### src/rtl/fb_triple_buffer_ctrl_pkg.sv
// Shared constants for the triple-buffered frame store.
// Used by the buffer controller and by the capture and VGA blocks, so that
// every block agrees on the bank size, the bank-index width and the
// bank roles that hold after reset.
package fb_triple_buffer_ctrl_pkg;

  // Words per frame bank: 320x240 pixels, one 12-bit word per pixel
  localparam int unsigned FRAME_WORDS = 76800;
  localparam int unsigned BANK_W      = 2;

  typedef logic [BANK_W-1:0] bank_t;

  // Bank roles after reset
  localparam bank_t RESET_W_BANK = 2'd0;
  localparam bank_t RESET_R_BANK = 2'd1;
  localparam bank_t RESET_D_BANK = 2'd2;

endpackage

### src/rtl/fb_bank_rotator.sv
// Bank role rotator for the triple buffer.
// Holds the write (W), ready (R) and display (D) bank indices and the
// ready_valid flag, and updates them on camera frame completion and on the
// start of VGA vsync. The three indices are always a permutation of {0,1,2}.
// Ports:
//   clk25, resetn  - clock and asynchronous active-low reset
//   frame_done     - single-cycle pulse: camera finished a frame
//   vga_vsync      - active-low vsync level from the VGA timing generator
//   w_bank, r_bank, d_bank, ready_valid - current bank roles
//   promote        - this cycle promotes the ready bank to display
//   drop           - this cycle discards a completed, undisplayed frame
module fb_bank_rotator
  import fb_triple_buffer_ctrl_pkg::*;
(
  input  logic  clk25,
  input  logic  resetn,
  input  logic  frame_done,
  input  logic  vga_vsync,
  output bank_t w_bank,
  output bank_t r_bank,
  output bank_t d_bank,
  output logic  ready_valid,
  output logic  promote,
  output logic  drop
);

  logic  vsync_q;
  logic  vsync_start;
  bank_t w_next, r_next, d_next;
  logic  rv_next;

  // Falling edge of the active-low vsync; history resets high so that a
  // vsync already low at reset release still counts as a start.
  assign vsync_start = vsync_q & ~vga_vsync;

  always_comb begin
    w_next  = w_bank;
    r_next  = r_bank;
    d_next  = d_bank;
    rv_next = ready_valid;
    promote = 1'b0;
    drop    = frame_done & ready_valid;
    if (frame_done && vsync_start) begin
      // Finished frame goes straight to display, old display becomes
      // ready-but-stale, old ready becomes the new write target.
      w_next  = r_bank;
      r_next  = d_bank;
      d_next  = w_bank;
      rv_next = 1'b0;
      promote = 1'b1;
    end else if (frame_done) begin
      w_next  = r_bank;
      r_next  = w_bank;
      rv_next = 1'b1;
    end else if (vsync_start && ready_valid) begin
      d_next  = r_bank;
      r_next  = d_bank;
      rv_next = 1'b0;
      promote = 1'b1;
    end
  end

  always_ff @(posedge clk25 or negedge resetn) begin
    if (!resetn) begin
      w_bank      <= RESET_W_BANK;
      r_bank      <= RESET_R_BANK;
      d_bank      <= RESET_D_BANK;
      ready_valid <= 1'b0;
      vsync_q     <= 1'b1;
    end else begin
      w_bank      <= w_next;
      r_bank      <= r_next;
      d_bank      <= d_next;
      ready_valid <= rv_next;
      vsync_q     <= vga_vsync;
    end
  end

endmodule

### src/rtl/fb_triple_buffer_ctrl.sv
// Triple-buffer controller for a camera-to-VGA frame store.
// Translates camera write offsets and VGA read offsets into absolute frame
// RAM addresses inside the current write and display banks, and counts
// displayed and dropped frames. Offsets are not range checked.
// Ports:
//   clk25, resetn      - 25 MHz clock, asynchronous active-low reset
//   cam_we, cam_addr   - camera write strobe and pixel offset
//   cam_frame_done     - pulse on the last pixel of a camera frame
//   vga_vsync          - active-low vsync
//   frame_addr         - VGA read offset
//   mem_wr_addr, mem_we, mem_rd_addr - registered frame RAM controls
//   drop_count         - saturating count of discarded frames
//   show_count         - wrapping count of frames promoted to display
module fb_triple_buffer_ctrl
  import fb_triple_buffer_ctrl_pkg::*;
#(
  parameter int unsigned FRAME_WORDS = fb_triple_buffer_ctrl_pkg::FRAME_WORDS,
  parameter int unsigned ADDR_W      = 18
) (
  input  logic              clk25,
  input  logic              resetn,
  input  logic              cam_we,
  input  logic [ADDR_W-1:0] cam_addr,
  input  logic              cam_frame_done,
  input  logic              vga_vsync,
  input  logic [ADDR_W-1:0] frame_addr,
  output logic [ADDR_W-1:0] mem_wr_addr,
  output logic              mem_we,
  output logic [ADDR_W-1:0] mem_rd_addr,
  output logic [7:0]        drop_count,
  output logic [15:0]       show_count
);

  bank_t             w_bank, r_bank, d_bank;
  logic              ready_valid;
  logic              promote, drop;
  logic [ADDR_W-1:0] base_w, base_d;

  fb_bank_rotator u_rotator (
    .clk25       (clk25),
    .resetn      (resetn),
    .frame_done  (cam_frame_done),
    .vga_vsync   (vga_vsync),
    .w_bank      (w_bank),
    .r_bank      (r_bank),
    .d_bank      (d_bank),
    .ready_valid (ready_valid),
    .promote     (promote),
    .drop        (drop)
  );

  assign base_w = ADDR_W'(w_bank) * ADDR_W'(FRAME_WORDS);
  assign base_d = ADDR_W'(d_bank) * ADDR_W'(FRAME_WORDS);

  // Addresses use the bank roles before this cycle's event, so the cycle
  // carrying frame_done still writes into the old write bank.
  always_ff @(posedge clk25 or negedge resetn) begin
    if (!resetn) begin
      mem_wr_addr <= '0;
      mem_we      <= 1'b0;
      mem_rd_addr <= '0;
      drop_count  <= '0;
      show_count  <= '0;
    end else begin
      mem_wr_addr <= base_w + cam_addr;
      mem_we      <= cam_we;
      mem_rd_addr <= base_d + frame_addr;
      if (drop && (drop_count != '1)) drop_count <= drop_count + 8'd1;
      if (promote) show_count <= show_count + 16'd1;
    end
  end

endmodule
### config.mk
export PLATFORM = sky130hd
export DESIGN_NAME = fb_triple_buffer_ctrl
export DESIGN_NICKNAME = d
export VERILOG_FILES = /design/src/rtl/fb_triple_buffer_ctrl_pkg.sv /design/src/rtl/fb_bank_rotator.sv /design/src/rtl/fb_triple_buffer_ctrl.sv
export SDC_FILE = /design/constraint.sdc
export NUM_CORES = 1
export LEC_CHECK = 0
export BUFFER_PORTS_ARGS = -buffer_cell sky130_fd_sc_hd__clkbuf_2
export CORE_MARGIN = 5
export CORE_UTILIZATION = 37
export DETAILED_ROUTE_END_ITERATION = 8
export MAX_ROUTING_LAYER = met4
export PLACE_DENSITY = 0.7
export SYNTH_ARGS = -nofsm -noshare
export SYNTH_HDL_FRONTEND = slang
export SYNTH_SLANG_ARGS = --single-unit
### constraint.sdc
create_clock -name clk25 -period 2.6 [get_ports clk25]
set_input_delay 0.13 -clock clk25 [delete_from_list [all_inputs] [get_ports clk25]]
set_output_delay 0.13 -clock clk25 [all_outputs]
set_load 0.02 [all_outputs]
==> summary.md <==
| Metric | Value |
|---|---|
| Post-CTS setup buffers | 0 |
| CTS tree | done |
| Worst Setup End Kind | flip-flop |
| Synth Flop Type | dfrtp_1 |
| Ys Warns | 0 |
| Final-stage net count | 439 |
| Power share of the sequential group | 0.410 |
| Sw Share | 0.360 |
| Top-count cell post-synth | dfrtp_1 |
| Total track usage | 0.144 |
| Final ANT Viol Nets | 0 |
| CTS H-tree depth | 3 |
| Row Count | 33 |
| Fmax | 0.482 GHz |
| Unrepaired setup endpoints after global routing | false |
| Die area | 0.0101 sq mm |
| Lkg Pwr | 2.04 nW |
| Largest net degree at the start of global routing | 39 |
| Total CTS buffers | 9 |
| Vias in the first global route | 2390 |
| Synth Register Bits | 69 |
| Synth unique cells | 36 |
| Mapped Area | 0.00302 sq mm |
| Total global routing overflow | 0 |
| Final setup viols | 0 |
| Area leader, netlist | dfrtp_1 |
| Die Y | 100 um |
| Synth cell count leaders | dfrtp_1 (66), xnor2_1 (24), ha_1 (22) |
| GP Congestion | 0.747 |
| Power Dens Cells | 888 mW/mm^2 |
| EDFF count, synth | 0 |
| Clock skew | 7.69 ps |
| Setup_tns | 0 ps |
| Mapped Nets | 306 |
| Peak supply drop | 0.435 mV |
| Via density | 4.73 |
| Logic pwr share | 0.320 |
| Clock root buffer master | clkbuf_8 |
| DRT iter0 DRCs | 52 |
| Critical Path Start Type | flip-flop |
| Critical-path maximum fanout | 7 |
| Total number of vias | 2290 |
| Clk sinks | 69 |
| Psw | 1.32 mW |
| Final wirelength | 6620 um |
| CTS Buffer Depth | 2 |
| WL per Instance | 13.7 um |
| Core area | 0.00809 sq mm |
| Mean Syn Cell Area | 12.5 sq um |
| Max-slew violations | 0 |
| R2r setup slk | 530 ps |
| Layout area overhead | 36.3% |
| Residual DRC | 0 |
| Hpwl dp | 4800 um |
| Final hold viol count | 0 |
| Starting density of the core | 0.373 |
| Clock transition at path regs | 80 ps |
| Final period demand of the worst path | 2070 ps |
| Post-CTS sizing | 0 |
| Global-route wire length before repair | 11200 um |
| Period utilization | 0.798 |
| Ys async rst share | 1.00 |
| Max_cap viols | 0 |
| Post-synth top area share | 0.547 |
| Slew at the pin with the worst max-slew slack | 756 ps |
| Headroom to the max-slew limit | 0.496 |
| Worst path arrival time | 2330 ps |
| Clk pwr share | 0.270 |
| Initial antenna violation count | 0 |
| Hold Crit Class | input pin to flip-flop |
| Final core utilization | 0.508 |
| DRT Pass-1 Iters | 4 |
| Worst skew pair latency | 330 ps |
| I/O pin total | 102 |
| Chip width | 100 um |
| CTS Hold Buffers Added | 23 |
| Fill count | 769 |
| Port Buffer Count | 101 |
| Status | completed |
| Ant. Diodes | 0 |
| Post-synthesis sequential area ratio | 0.573 |
| Critical path type | flip-flop to flip-flop |
| Fraction of layout cells with a size suffix above 1 | 0.340 |
| Mapped Cells | 241 |
| Internal power | 2.34 mW |
| Worst EP required | 2860 ps |
| Top cells by area in the synthesized netlist | dfrtp_1 (55%), ha_1 (9.1%), xnor2_1 (7.0%), dfstp_2 (2.6%), nand2_1 (2.4%) |
==> per-layer routing <==
| metal | track usage | share of wire | vias to the layer above |
|---|---|---|---|
| met5 | - | 0 | - |
| met1 | 0.184 | 0.44 | 1088 |
| met4 | 0.0674 | 0.026 | 0 |
| met3 | 0.0278 | 0.056 | 14 |
| met2 | 0.221 | 0.47 | 74 |
| li1 | - | - | 1114 |
==> power by group through the flow <==
stage | sequential (mW) | clock (mW) | combinational (mW)
3_5_place_dp | 1.52 | 0 | 1.15
2_1_floorplan | 1.76 | 0 | 0.489
3_3_place_gp | 1.51 | 0 | 1.14
4_1_cts | 1.50 | 1.02 | 1.19
6_report | 1.50 | 0.988 | 1.17
5_1_grt | 1.54 | 1.07 | 1.29
==> registers in the layout (all words and copies together) (netlist names) <==
name / flops
u_rotator.ready_valid: 1
u_rotator.w_bank: 2
mem_wr_addr: 18
u_rotator.d_bank: 2
u_rotator.vsync_q: 1
show_count: 16
mem_rd_addr: 18
drop_count: 8
u_rotator.r_bank: 2
mem_we: 1
==> area by class of cell <==
class / instances / area [sq um] / area share
inverter: 8 / 30.0 / 0.00730
sequential: 69 / 1730 / 0.421
tap: 105 / 131 / 0.0319
clock inverter: 7 / 104 / 0.0252
multi-input combinational: 161 / 1240 / 0.301
clock buffer: 9 / 124 / 0.0301
timing repair buffer: 125 / 756 / 0.184
==> cell families after synthesis <==
group / share of synthesized area
buffers and inverters: 0.0162
AND/OR/NAND/NOR: 0.126
adder cells (fa/ha/maj): 0.104
AO/OA/AOI/OAI: 0.0796
XOR/XNOR: 0.0871
multiplexers: 0.0137
flip-flops: 0.573
==> worst paths after layout <==
| path | start | to | cells past startpoint |
|---|---|---|---|
| max | u_rotator.w_bank[0]$_DFFE_PN0P_ | mem_wr_addr[16]$_DFF_PN0_ | 8 |
| min | frame_addr[10] | mem_rd_addr[10]$_DFF_PN0_ | 2 |
| max reg2reg | u_rotator.w_bank[0]$_DFFE_PN0P_ | mem_wr_addr[16]$_DFF_PN0_ | 8 |
| min reg2reg | u_rotator.r_bank[0]$_DFFE_PN1P_ | u_rotator.r_bank[0]$_DFFE_PN1P_ | 2 |
| max in group asynchronous | resetn | u_rotator.r_bank[0]$_DFFE_PN1P_ | 3 |
| min in group asynchronous | resetn | mem_rd_addr[12]$_DFF_PN0_ | 2 |
==> critical path: stages (launching register included) <==
cell	delay [ps]
dfrtp_1	470
inv_1	100
ha_1	280
inv_1	60
fa_1	430
a21oi_1	210
o211ai_1	130
a21oi_1	190
xnor2_1	130
==> cells in the final DEF, fill, tap and decap left out, types with 3 or more instances in the layout <==
cell / n
dfstp_2: 3
inv_1: 8
nand2_1: 19
nor2b_1: 3
clkbuf_2: 100
xnor2_1: 24
a21oi_1: 13
o21ai_0: 6
and3_1: 5
dfrtp_1: 66
nand4_1: 10
clkbuf_8: 9
xor2_1: 6
a211oi_1: 4
inv_6: 4
nor2_1: 9
a21o_1: 3
dlygate4sd3_1: 23
ha_1: 22
nand3_1: 7
==> metrics by stage <==
stage | cells | hold WS (ps) | worst slack [ps] | area (sq um) | power [mW]
3_3_place_gp | 445 | 239 | 614 | 3660 | 2.66
4_1_cts | 484 | 20.9 | 492 | 4110 | 3.71
5_1_grt | 484 | 25.8 | 353 | 4110 | 3.90
3_5_place_dp | 445 | 240 | 505 | 3660 | 2.67
6_report | 484 | 37.9 | 525 | 4110 | 3.65
2_1_floorplan | 241 | -166 | 711 | 3020 | 2.25
No activity file was read; power rests on OpenSTA's default activity.
